==> config.mk <==
export PLATFORM = sky130hd
export DESIGN_NAME = tengigeth_loop_axis_demux
export DESIGN_NICKNAME = d
export VERILOG_FILES = /design/src/rtl/tengigeth_loop_axis_demux_pkg.sv /design/src/rtl/tengigeth_loop_axis_skid.sv /design/src/rtl/tengigeth_loop_axis_demux.sv
export SDC_FILE = /design/constraint.sdc
export NUM_CORES = 1
export LEC_CHECK = 0
export BUFFER_PORTS_ARGS = -buffer_cell sky130_fd_sc_hd__buf_4
export CORE_MARGIN = 10
export CORE_UTILIZATION = 30
export CTS_BUF_LIST = sky130_fd_sc_hd__clkbuf_4
export DETAILED_ROUTE_END_ITERATION = 8
export PLACE_DENSITY = 0.47
export RECOVER_POWER = 50
export SETUP_SLACK_MARGIN = 0.15
export SLEW_MARGIN = 20
export SYNTH_ARGS = -nofsm -noshare
export SYNTH_HDL_FRONTEND = slang
export SYNTH_HIERARCHICAL = 1
export SYNTH_SLANG_ARGS = --single-unit
==> constraint.sdc <==
create_clock -name clk -period 11.1 [get_ports clk]
set_clock_uncertainty 0.15 [all_clocks]
set_input_delay 1.11 -clock clk [delete_from_list [all_inputs] [get_ports clk]]
set_output_delay 1.11 -clock clk [all_outputs]
set_load 0.01 [all_outputs]
==> src/rtl/tengigeth_loop_axis_demux_pkg.sv <==
// rtl/tengigeth_loop_axis_demux_pkg.sv - shared types and widths for the loopback stream demux
package tengigeth_loop_axis_demux_pkg;

    localparam int DEF_DATA_WIDTH = 64;
    localparam int DEF_CNT_WIDTH  = 16;

    typedef enum logic [1:0] {
        ST_IDLE = 2'd0,
        ST_FWD0 = 2'd1,
        ST_FWD1 = 2'd2
    } state_e;

    function automatic int keep_width(input int data_width);
        return data_width / 8;
    endfunction

endpackage

==> src/rtl/tengigeth_loop_axis_skid.sv <==
// rtl/tengigeth_loop_axis_skid.sv - 2-entry registered AXIS slice (main + skid) carrying data/keep/last
module tengigeth_loop_axis_skid
    import tengigeth_loop_axis_demux_pkg::*;
#(
    parameter int DATA_WIDTH = DEF_DATA_WIDTH,
    parameter int KEEP_WIDTH = keep_width(DATA_WIDTH)
) (
    input  logic                  clk,
    input  logic                  rst,
    input  logic [DATA_WIDTH-1:0] s_tdata_i,
    input  logic [KEEP_WIDTH-1:0] s_tkeep_i,
    input  logic                  s_tlast_i,
    input  logic                  s_push_i,
    output logic                  s_full_o,
    output logic [DATA_WIDTH-1:0] m_tdata_o,
    output logic [KEEP_WIDTH-1:0] m_tkeep_o,
    output logic                  m_tlast_o,
    output logic                  m_tvalid_o,
    input  logic                  m_tready_i
);

    logic [DATA_WIDTH-1:0] main_data_q, main_data_d, skid_data_q, skid_data_d;
    logic [KEEP_WIDTH-1:0] main_keep_q, main_keep_d, skid_keep_q, skid_keep_d;
    logic                  main_last_q, main_last_d, skid_last_q, skid_last_d;
    logic                  main_valid_q, main_valid_d, skid_full_q, skid_full_d;
    logic                  drain;

    // The producer only pushes while the skid is empty, so a push never collides with a skid refill.
    always_comb begin
        main_data_d  = main_data_q;
        main_keep_d  = main_keep_q;
        main_last_d  = main_last_q;
        main_valid_d = main_valid_q;
        skid_data_d  = skid_data_q;
        skid_keep_d  = skid_keep_q;
        skid_last_d  = skid_last_q;
        skid_full_d  = skid_full_q;
        drain        = main_valid_q & m_tready_i;

        if (drain) begin
            if (skid_full_q) begin
                main_data_d = skid_data_q;
                main_keep_d = skid_keep_q;
                main_last_d = skid_last_q;
                skid_full_d = 1'b0;
            end else begin
                main_valid_d = 1'b0;
            end
        end

        if (s_push_i) begin
            if (!main_valid_q || drain) begin
                main_data_d  = s_tdata_i;
                main_keep_d  = s_tkeep_i;
                main_last_d  = s_tlast_i;
                main_valid_d = 1'b1;
            end else begin
                skid_data_d = s_tdata_i;
                skid_keep_d = s_tkeep_i;
                skid_last_d = s_tlast_i;
                skid_full_d = 1'b1;
            end
        end
    end

    always_ff @(posedge clk or posedge rst) begin
        if (rst) begin
            main_data_q  <= '0;
            main_keep_q  <= '0;
            main_last_q  <= 1'b0;
            main_valid_q <= 1'b0;
            skid_data_q  <= '0;
            skid_keep_q  <= '0;
            skid_last_q  <= 1'b0;
            skid_full_q  <= 1'b0;
        end else begin
            main_data_q  <= main_data_d;
            main_keep_q  <= main_keep_d;
            main_last_q  <= main_last_d;
            main_valid_q <= main_valid_d;
            skid_data_q  <= skid_data_d;
            skid_keep_q  <= skid_keep_d;
            skid_last_q  <= skid_last_d;
            skid_full_q  <= skid_full_d;
        end
    end

    assign s_full_o   = skid_full_q;
    assign m_tdata_o  = main_data_q;
    assign m_tkeep_o  = main_keep_q;
    assign m_tlast_o  = main_last_q;
    assign m_tvalid_o = main_valid_q;

endmodule

==> src/rtl/tengigeth_loop_axis_demux.sv <==
// rtl/tengigeth_loop_axis_demux.sv - frame-aware 1:2 AXIS demux with per-output skid buffers and frame counters
module tengigeth_loop_axis_demux
    import tengigeth_loop_axis_demux_pkg::*;
#(
    parameter int DATA_WIDTH = DEF_DATA_WIDTH,
    parameter int KEEP_WIDTH = keep_width(DATA_WIDTH),
    parameter int CNT_WIDTH  = DEF_CNT_WIDTH
) (
    input  logic                  clk,
    input  logic                  rst,
    input  logic                  mux_select,
    input  logic [DATA_WIDTH-1:0] tdata,
    input  logic [KEEP_WIDTH-1:0] tkeep,
    input  logic                  tvalid,
    input  logic                  tlast,
    output logic                  tready,
    output logic [DATA_WIDTH-1:0] tdata0,
    output logic [KEEP_WIDTH-1:0] tkeep0,
    output logic                  tvalid0,
    output logic                  tlast0,
    input  logic                  tready0,
    output logic [DATA_WIDTH-1:0] tdata1,
    output logic [KEEP_WIDTH-1:0] tkeep1,
    output logic                  tvalid1,
    output logic                  tlast1,
    input  logic                  tready1,
    output logic [CNT_WIDTH-1:0]  frm_cnt0,
    output logic [CNT_WIDTH-1:0]  frm_cnt1,
    output logic                  busy
);

    state_e               state_q, state_d;
    logic                 ready_en_q;
    logic                 tgt;
    logic                 accept;
    logic [1:0]           full;
    logic [CNT_WIDTH-1:0] cnt0_q, cnt0_d, cnt1_q, cnt1_d;

    // Route follows mux_select only between frames; mid-frame it is pinned by the state.
    assign tgt    = (state_q == ST_IDLE) ? mux_select : (state_q == ST_FWD1);
    assign tready = ready_en_q & ~full[tgt];
    assign accept = tvalid & tready;

    always_comb begin
        state_d = state_q;
        case (state_q)
            ST_IDLE:          if (accept && !tlast) state_d = tgt ? ST_FWD1 : ST_FWD0;
            ST_FWD0, ST_FWD1: if (accept && tlast)  state_d = ST_IDLE;
            default:          state_d = ST_IDLE;
        endcase
    end

    always_comb begin
        cnt0_d = cnt0_q;
        cnt1_d = cnt1_q;
        if (tvalid0 && tready0 && tlast0 && (cnt0_q != '1)) cnt0_d = cnt0_q + CNT_WIDTH'(1);
        if (tvalid1 && tready1 && tlast1 && (cnt1_q != '1)) cnt1_d = cnt1_q + CNT_WIDTH'(1);
    end

    always_ff @(posedge clk or posedge rst) begin
        if (rst) begin
            state_q    <= ST_IDLE;
            ready_en_q <= 1'b0;
            cnt0_q     <= '0;
            cnt1_q     <= '0;
        end else begin
            state_q    <= state_d;
            ready_en_q <= 1'b1;
            cnt0_q     <= cnt0_d;
            cnt1_q     <= cnt1_d;
        end
    end

    tengigeth_loop_axis_skid #(.DATA_WIDTH(DATA_WIDTH), .KEEP_WIDTH(KEEP_WIDTH)) u_skid0 (
        .clk        (clk),
        .rst        (rst),
        .s_tdata_i  (tdata),
        .s_tkeep_i  (tkeep),
        .s_tlast_i  (tlast),
        .s_push_i   (accept & ~tgt),
        .s_full_o   (full[0]),
        .m_tdata_o  (tdata0),
        .m_tkeep_o  (tkeep0),
        .m_tlast_o  (tlast0),
        .m_tvalid_o (tvalid0),
        .m_tready_i (tready0)
    );

    tengigeth_loop_axis_skid #(.DATA_WIDTH(DATA_WIDTH), .KEEP_WIDTH(KEEP_WIDTH)) u_skid1 (
        .clk        (clk),
        .rst        (rst),
        .s_tdata_i  (tdata),
        .s_tkeep_i  (tkeep),
        .s_tlast_i  (tlast),
        .s_push_i   (accept & tgt),
        .s_full_o   (full[1]),
        .m_tdata_o  (tdata1),
        .m_tkeep_o  (tkeep1),
        .m_tlast_o  (tlast1),
        .m_tvalid_o (tvalid1),
        .m_tready_i (tready1)
    );

    assign frm_cnt0 = cnt0_q;
    assign frm_cnt1 = cnt1_q;
    assign busy     = (state_q != ST_IDLE);

endmodule

**Word level (Yosys, flattened, before mapping)**

Index checks and enable logic that the tools add are counted.

- Add/sub/neg operators: 2
- Multiply operators: 0
- Divide/modulo/power cells: 0
- Order comparisons: 1
- Equal/unequal tests: 6
- Shift-type cells: 0
- Multiplexer cells: 45
- Bitwise logic cells: 10
- Reduce and logical (&&, ||, !) cells: 19

Operators with widths:

| cell | number |
|---|---|
| $mux W64 | 8 |
| $mux W8 | 8 |
| $add A16 B1 Y16 const B | 2 |
| $ne A16 B16 Y1 const B | 2 |
| $mux W1 | 25 |
| $logic_and A1 B1 Y1 | 8 |
| $and A1 B1 Y1 | 6 |
| $mux W2 | 3 |
| $reduce_and A2 Y1 | 3 |
| $not A1 Y1 | 4 |
| $pmux W2 S2 | 1 |
| $logic_not A1 Y1 | 3 |
| $eq A2 B1 Y1 const B | 1 |
| $eq A2 B2 Y1 const B | 1 |
| $logic_not A2 Y1 | 1 |
| $logic_or A1 B1 Y1 | 2 |
| $lt A1 B2 Y1 const B | 1 |
| $ne A2 B1 Y1 const B | 1 |
| $ne A2 B2 Y1 const B | 1 |
| $reduce_bool A2 Y1 | 1 |
| $reduce_or A2 Y1 | 1 |

- Bits in registers: 331
- Bits in latches: 0
- Memory bits (writable): 0
- Memory bits (read-only): 0
- Input port bits: 79
- Logic and storage cells: 103
- Memories: 0

**Logic depth before layout (Yosys ltp)**

Gate-level depths: netlist of run 1.

- Depth in word-level cells: 10
- Mapped depth: 8
- Mapped depth without buffers: 6

**Modules after synthesis**

The synthesis of run 1 kept the hierarchy.

By module, submodules not included:

| module | times used | cells each | area an instance (sq um) | sequential area each (sq um) |
|---|---|---|---|---|
| tengigeth_loop_axis_skid | 2 | 399 | 7,016.7 | 3,703.6 |
| tengigeth_loop_axis_demux | 1 | 171 | 1,854.3 | 875.8 |

**Least setup slack after synthesis of run 1**

OpenSTA, ideal clock, no wires.

- Path type: input to output
- Start: input mux_select
- End: output tready
- Arrival time: 1.839 ns
- Data required time: 9.840 ns
- Slack: 8.001 ns
- Stages on the path: 3
- Path buffers: 0
- Cells stage by stage: mux2i_1 mux2i_1 and2_1

- Longest elaborated chain between the ends: 5

RTL lines:

| what | line | text |
|---|---|---|
| from (decl) | tengigeth_loop_axis_demux.sv:11 | `input logic mux_select,` |
| $mux W1 | tengigeth_loop_axis_demux.sv:40 | `assign tgt = (state_q == ST_IDLE) ? mux_select : (state_q == ST_FWD1);` |
| $mux W1 (implied by the code) (2 in a row) | tengigeth_loop_axis_demux.sv:41 | `assign tready = ready_en_q & ~full[tgt];` |
| $not A1 Y1 | tengigeth_loop_axis_demux.sv:41 |  |
| $and A1 B1 Y1 | tengigeth_loop_axis_demux.sv:41 |  |
| to (decl) | tengigeth_loop_axis_demux.sv:16 | `output logic tready,` |

No other way between the ends. The select of a mux whose other input is x is not followed.

==> reports/results.ini, run 1 <==
[floorplan]
die_x_um=250.1
row_count=84
die_height_um=250.1
initial_core_util_pct=30.23
dieArea_mm2=0.06257
pin_count=261
coreArea_mm2=0.05255

[status]
violations=max-capacitance violations, max-slew violations
outcome=finished with violations

[logic_synthesis]
ys.flop_type=dfrtp_1
synth.net_count=1052
synth-edff-count=0
ys_seq_area_share_pct=52.13
async_reset_ff_share_pct=100.0
syn_inst=969
yosysWarnings=6
synth-seq-cells=331
syn_avg_cell_area_um2=16.40
synth_cell_types=47
syn-cell-area_mm2=0.01589

[cts]
clock_path_buffers=3
hold_buffers=0
cts_tree=built
cts_root_buf=clkbuf_4
cts.clk_slew.worst_paths_ns=0.06
clock_sinks=331
cts_max_level=3
clk-insertion-delay-late_ns=0.81
post_cts_buffers=0
ctsResizeCount=0
cts_buffers=100

[placed_design]
hpwl_um=26090
placed_area_mm2=0.01829
portBuffers=260
gp_congestion=0.7806

[power]
p_leak_nw=9.526
pwr_density_cell_mw_per_mm2=264.2
ir_worst_vdd_v=0.0001029

[detailed_routing]
viasPerCell=4.530
drc=0
wl_per_cell_um=19.91
drt_iter0_markers=301
routed_wl_um=40960
dr_total_vias=9318
first_pass_iters=6
route.antenna.remaining_nets=0

[critical_path]
cp_max_fo=93
crit_top_cell=clkbuf_1
critPathRequiredTime_ns=11.15
critical_path.max_stage_delay_ns=2.56
crit_path_cell_trace=clkbuf_1 -> clkinvlp_2 -> clkbuf_1
start_kind=input port
crit_type=input port to asynchronous set/reset pin
slowest_stage=clkinvlp_2
crit_path_end_kind=asynchronous set/reset pin
worst_ep_arrival_time_ns=6.25

[layout]
final_util_pct=36.65
final_cell_mix=dfrtp_1, mux2_4, buf_4
register_area_mm2=0.008283
final_common_cell=dfrtp_1
nFillCells=5197
drive_gt1_share_pct=59.71
multi_input_area_mm2=0.007013
synthToLayoutAreaGrowth_pct=21.21
stdcell_area_mm2=0.01926
finalNetCount=1379

[timing]
finalHoldViolCount=0
setup_viol=0
tightest_slew_ns=4.592
finalMaxSlewViolations=271
slew_headroom_pct=-207.8
max_freq_ghz=0.1614
setup_tns_ns=0
fin_crit_sh_pct=55.81
finalCriticalPeriod_ns=6.195
rsz0062_at_grt=false

[grt]
grt_max_degree=94
track_usage_pct=12.96
grt_remaining_overflow=0
grt_pass1_wl_um=63980
antenna_found_initial=4
grt_pass1_vias=10478

[hold_path]
min_path_type=flop to flop

[flow_run]
cap_violations=4

worst max-delay path: cells and delay by family:
kind,cells,cell delay (ns)
buffers and inverters,3,5.03
worst paths after layout:
| check | startpoint | endpoint | slack, ns | depth (start not counted) |
|---|---|---|---|---|
| min | frm_cnt0[14]$_DFFE_PP0P_ | frm_cnt0[14]$_DFFE_PP0P_ | 0.35 | 1 |
| max reg2reg | state_q[0]$_DFFE_PP0P_ | u_skid1/m_tkeep_o[7]$_DFF_PP0_ | 7.53 | 8 |
| max | rst | u_skid0/m_tdata_o[9]$_DFF_PP0_ | 4.90 | 3 |
| min in group asynchronous | rst | frm_cnt0[5]$_DFFE_PP0P_ | 0.97 | 3 |
| min reg2reg | frm_cnt0[14]$_DFFE_PP0P_ | frm_cnt0[14]$_DFFE_PP0P_ | 0.35 | 1 |
| max in group clk | state_q[0]$_DFFE_PP0P_ | tready | 7.19 | 6 |
synth_stat cells, types with 3 or more instances:
master | count | area share, %
dfrtp_1 | 331 | 52
nand4_1 | 16 | 0.63
xnor2_1 | 26 | 1.4
xor2_1 | 4 | 0.22
and2_1 | 5 | 0.20
o211ai_1 | 3 | 0.14
mux2_2 | 158 | 11
nand3_1 | 15 | 0.47
and4_1 | 5 | 0.28
buf_2 | 16 | 0.50
ha_1 | 4 | 0.32
and3_1 | 10 | 0.39
inv_1 | 9 | 0.21
buf_4 | 12 | 0.57
buf_12 | 16 | 2.0
nor2_1 | 7 | 0.17
nand2_1 | 9 | 0.21
mux2_4 | 281 | 27
a21oi_1 | 4 | 0.13
flip-flops by register name, summed over array words and instances, names as in the netlist, 2 cells and up:
signal and count:
frm_cnt1 16, state_q 2, u_skid1/m_tdata_o 64, u_skid0/m_tdata_o 64
frm_cnt0 16, u_skid0/skid_data_q 64, u_skid1/m_tkeep_o 8, u_skid0/m_tkeep_o 8
u_skid0/skid_keep_q 8, u_skid1/skid_keep_q 8, u_skid1/skid_data_q 64
power by group:
group / switching [mW] / internal, mW / leakage (nW)
clock: 0.539 / 0.603 / 0.716
combinational: 0.676 / 1.24 / 4.61
sequential: 0.332 / 1.70 / 4.20
total: 1.55 / 3.54 / 9.53
stage by stage:
step | total power [mW] | instances | hold WS [ns] | setup slack [ns]
after global placement | 4.038 | 1882 | 0.3322 | 7.100
after global routing | 5.440 | 2056 | 0.2692 | 3.607
final | 5.087 | 2057 | 0.3495 | 4.905
after CTS | 5.283 | 2053 | 0.2286 | 7.057
after detailed placement | 4.079 | 1882 | 0.3408 | 7.101
after floorplan | 3.303 | 969 | 0.3237 | 5.860
cell type report:
class | count | area share (%)
Clock inverter | 30 | 0.7927
Sequential cell | 331 | 43.01
Tap cell | 688 | 4.470
Timing Repair Buffer | 273 | 9.571
Clock buffer | 141 | 5.497
Inverter | 9 | 0.1884
Multi-Input combinational cell | 581 | 36.42
Antenna cell | 4 | 0.05198
routing by layer:
| layer | vias up | global-route usage (%) | wire [um] | share of wire (%) |
|---|---|---|---|---|
| met2 | 236 | 20.23 | 19120 | 47 |
| met5 | - | 0 | 13 | 0.032 |
| met3 | 80 | 5.141 | 2914 | 7.1 |
| met4 | 2 | 4.527 | 923 | 2.3 |
| met1 | 4781 | 15.96 | 18000 | 44 |
| li1 | 4219 | - | - | - |
logic make-up (layout without fill, tap and decap cells):
group                    count (synthesis)  count (layout)  synth area share [%]
buffers and inverters                   57             453                 3.489
AO/OA/AOI/OAI                           19              19                 1.008
other                                    1               5               0.02360
adder cells (fa/ha/maj)                  4               4                0.3150
multiplexers                           443             443                 38.02
XOR/XNOR                                30              30                 1.654
AND/OR/NAND/NOR                         84              84                 3.355
flip-flops                             331             331                 52.13
No activity file was read; power rests on OpenSTA's default activity.
==> run 2: changes to the inputs <==
--- a/config.mk
+++ b/config.mk
@@ -5,6 +5,7 @@
 export SDC_FILE = /design/constraint.sdc
 export NUM_CORES = 1
 export LEC_CHECK = 0
+export ABC_AREA = 1
 export BUFFER_PORTS_ARGS = -buffer_cell sky130_fd_sc_hd__buf_4
 export CORE_MARGIN = 10
 export CORE_UTILIZATION = 30
==> constraint.sdc (replaced) <==
create_clock -name clk -period 5.8 [get_ports clk]
set_clock_uncertainty 0.15 [all_clocks]
set_input_delay 0.58 -clock clk [delete_from_list [all_inputs] [get_ports clk]]
set_output_delay 0.58 -clock clk [all_outputs]
set_load 0.01 [all_outputs]
==> reports/results.ini, run 2 <==
[cts]
cts_max_level=3  ; unchanged
cts_tree=built
cts_buffers=96  ; -4.0%
clock_path_buffers=3  ; unchanged
cts_root_buf=clkbuf_4
clock_sinks=331  ; unchanged
post_cts_buffers=0  ; unchanged
clk-insertion-delay-late_ns=0.83  ; +0.02 ns
cts.clk_slew.worst_paths_ns=0.06  ; about the same

[logic_synthesis]
netlist_top_cells_area=dfrtp_1, nand2_1, nand3_1
yosysMostFrequentCell=nand2_1
yosysTopAreaCellShare_pct=50.16  ; -2.0 points
yosysWarnings=6  ; unchanged
synth-seq-cells=331  ; unchanged
synth_cell_types=30  ; -36%
synth-edff-count=0  ; unchanged
synth.net_count=2267  ; +120%
syn_avg_cell_area_um2=7.562  ; -54%
ys.flop_type=dfrtp_1
async_reset_ff_share_pct=100.0  ; unchanged
syn-cell-area_mm2=0.01651  ; +3.9%
syn_inst=2184  ; +130%
ys_seq_area_share_pct=50.16  ; -2.0 points
ys_top_cells_by_count=nand2_1, dfrtp_1, inv_1
yosysTopAreaCell=dfrtp_1

[floorplan]
pin_count=261  ; unchanged
die_height_um=254.6  ; +1.8%
row_count=85  ; +1.2%
dieArea_mm2=0.06483  ; +3.6%
coreArea_mm2=0.05413  ; +3.0%
die_x_um=254.6  ; +1.8%
initial_core_util_pct=30.51  ; +0.27 points

[layout]
finalNetCount=2573  ; +87%
register_area_mm2=0.008298  ; +0.18%
final_cell_mix=nand2_1, dfrtp_1, inv_1
nFillCells=5757  ; +11%
drive_gt1_share_pct=14.75  ; -45 points
multi_input_area_mm2=0.006300  ; -10%
final_common_cell=nand2_1
synthToLayoutAreaGrowth_pct=24.33

[detailed_routing]
viasPerCell=4.745  ; +4.7%
routed_wl_um=58980  ; +44%
dr_total_vias=15511  ; +66%
drt_iter0_markers=1067  ; +250%
route.antenna.remaining_nets=0  ; unchanged
drc=0  ; unchanged
wl_per_cell_um=18.04  ; -9.4%
first_pass_iters=5  ; -1

[grt]
grt_pass1_wl_um=93920  ; +47%
track_usage_pct=18.39  ; +5.4 points
grt_max_degree=85  ; -9.6%
grt_pass1_vias=15805  ; +51%
antenna_found_initial=3  ; -1
grt_remaining_overflow=0  ; unchanged

[critical_path]
crit_path_end_kind=flop
reg2reg_depth=13  ; +5
r2r-end=u_skid0/m_tlast_o$_DFF_PP0_
reg2reg_from=state_q[0]$_DFFE_PP0P_
critPathRequiredTime_ns=6.40  ; -4.75 ns
worst_ep_arrival_time_ns=4.51  ; -1.74 ns
reg2reg_slack_ns=1.89  ; -5.64 ns
start_kind=flop
cp_max_fo=74  ; -20%
crit_type=flop to flop

[timing]
setup_slack_ns=1.888  ; -3.017 ns
slew_headroom_pct=-128.9  ; +79 points
fin_crit_sh_pct=67.44
finalMaxSlewViolations=172  ; -37%
finalHoldViolCount=0  ; unchanged
rsz0062_at_grt=false
finalCriticalPeriod_ns=3.912
max_freq_ghz=0.2556
setup_viol=0  ; unchanged
tightest_slew_ns=3.415  ; -1.177 ns
setup_tns_ns=0  ; unchanged

[placed_design]
portBuffers=260  ; unchanged
gp_congestion=0.7909  ; +1.3%
pre_cts_slack_ns=1.816  ; -5.285 ns
hpwl_um=34240  ; +31%

[hold_path]
min_path_type=flop to flop
hold_end=u_skid1/skid_keep_q[2]$_DFFE_PP0P_
hold_depth=2  ; +1
hp-start=u_skid1/skid_keep_q[2]$_DFFE_PP0P_

[power]
total_power_mw=10.05  ; +98%
pwr_density_cell_mw_per_mm2=489.5  ; +85%
ir_worst_vdd_v=0.0002373  ; +130%
p_leak_nw=11.04  ; +16%

[flow_run]
cap_violations=3  ; -1

[status]
violations=max-capacitance violations, max-slew violations
outcome=finished with violations

[run 2: layout make-up]
type,count,area share (%)
sequential,331,40.41
multi-input combinational,1376,30.68
timing repair buffer,354,12.43
inverter,331,6.088
clock buffer,149,5.448
tap,696,4.241
clock inverter,29,0.6642
antenna,3,0.03656
[run 2: worst max-delay path by stage]
stage,start,endpoint,cells past startpoint
final,state_q[0]$_DFFE_PP0P_,u_skid0/m_tlast_o$_DFF_PP0_,13
after floorplan,rst,u_skid0/m_tdata_o[0]$_DFF_PP0_,1
after global routing,state_q[0]$_DFFE_PP0P_,u_skid0/m_tkeep_o[5]$_DFF_PP0_,13
after global placement,tready0,u_skid0/m_tdata_o[19]$_DFF_PP0_,8
after CTS,state_q[0]$_DFFE_PP0P_,u_skid0/m_tdata_o[42]$_DFF_PP0_,13
after detailed placement,mux_select,u_skid0/m_tdata_o[28]$_DFF_PP0_,13
[run 2: critical path, stage by stage, from the launching register on]
cell and delay (ns):
dfrtp_1 0.37, inv_1 0.08, ha_1 0.21, inv_1 0.07, nand2_1 0.16, a21oi_1 0.09
nor2_1 0.22, nand2_1 0.19, a21oi_4 0.19, nand2_4 0.60, clkinv_2 0.55, buf_4 0.70
nand2_1 0.12, nand2_1 0.10
[run 2: cell families after synthesis]
logic type | Yosys count | share of synthesized area (%)
XOR/XNOR | 27 | 1.432
AND/OR/NAND/NOR | 1327 | 35.20
other | 1 | 0.02271
buffers and inverters | 477 | 12.14
AO/OA/AOI/OAI | 17 | 0.7424
adder cells (fa/ha/maj) | 4 | 0.3031
flip-flops | 331 | 50.16
[run 2: what timing repair did]
action | in CTS | in global routing
setup endpoints to repair | 0 | 0
resized for setup | 0 | 0
hold buffers | 77 | 0
endpoints found under the hold margin | 418 | 0
[run 2: through the flow]
stage          hold slack [ns]  cells  util, %  cell area [um^2]
4_1_cts                0.07304   3265    38.53             20860
5_1_grt                 0.3336   3268    37.92             20530
6_report                0.3196   3269    37.93             20530
2_1_floorplan           0.2919   2184        -             16510
3_5_place_dp            0.3082   3010    34.79             18830
3_3_place_gp            0.3034   3009    34.73             18800
[run 2: layer usage]
| layer | wire length [um] | GRT usage, % | vias up |
|---|---|---|---|
| li1 | - | - | 7516 |
| met1 | 26220 | 22.96 | 7532 |
| met2 | 28530 | 31.18 | 380 |
| met3 | 3043 | 3.827 | 83 |
| met4 | 1181 | 6.103 | 0 |
| met5 | 0 | 0 | - |
[run 2: power by group]
part	total (mW)	switching, mW	leakage [nW]	internal (mW)
combinational	3.80	2.44	6.09	1.36
sequential	4.00	0.678	4.20	3.32
clock	2.26	1.05	0.749	1.21
total	10.1	4.17	11.0	5.88
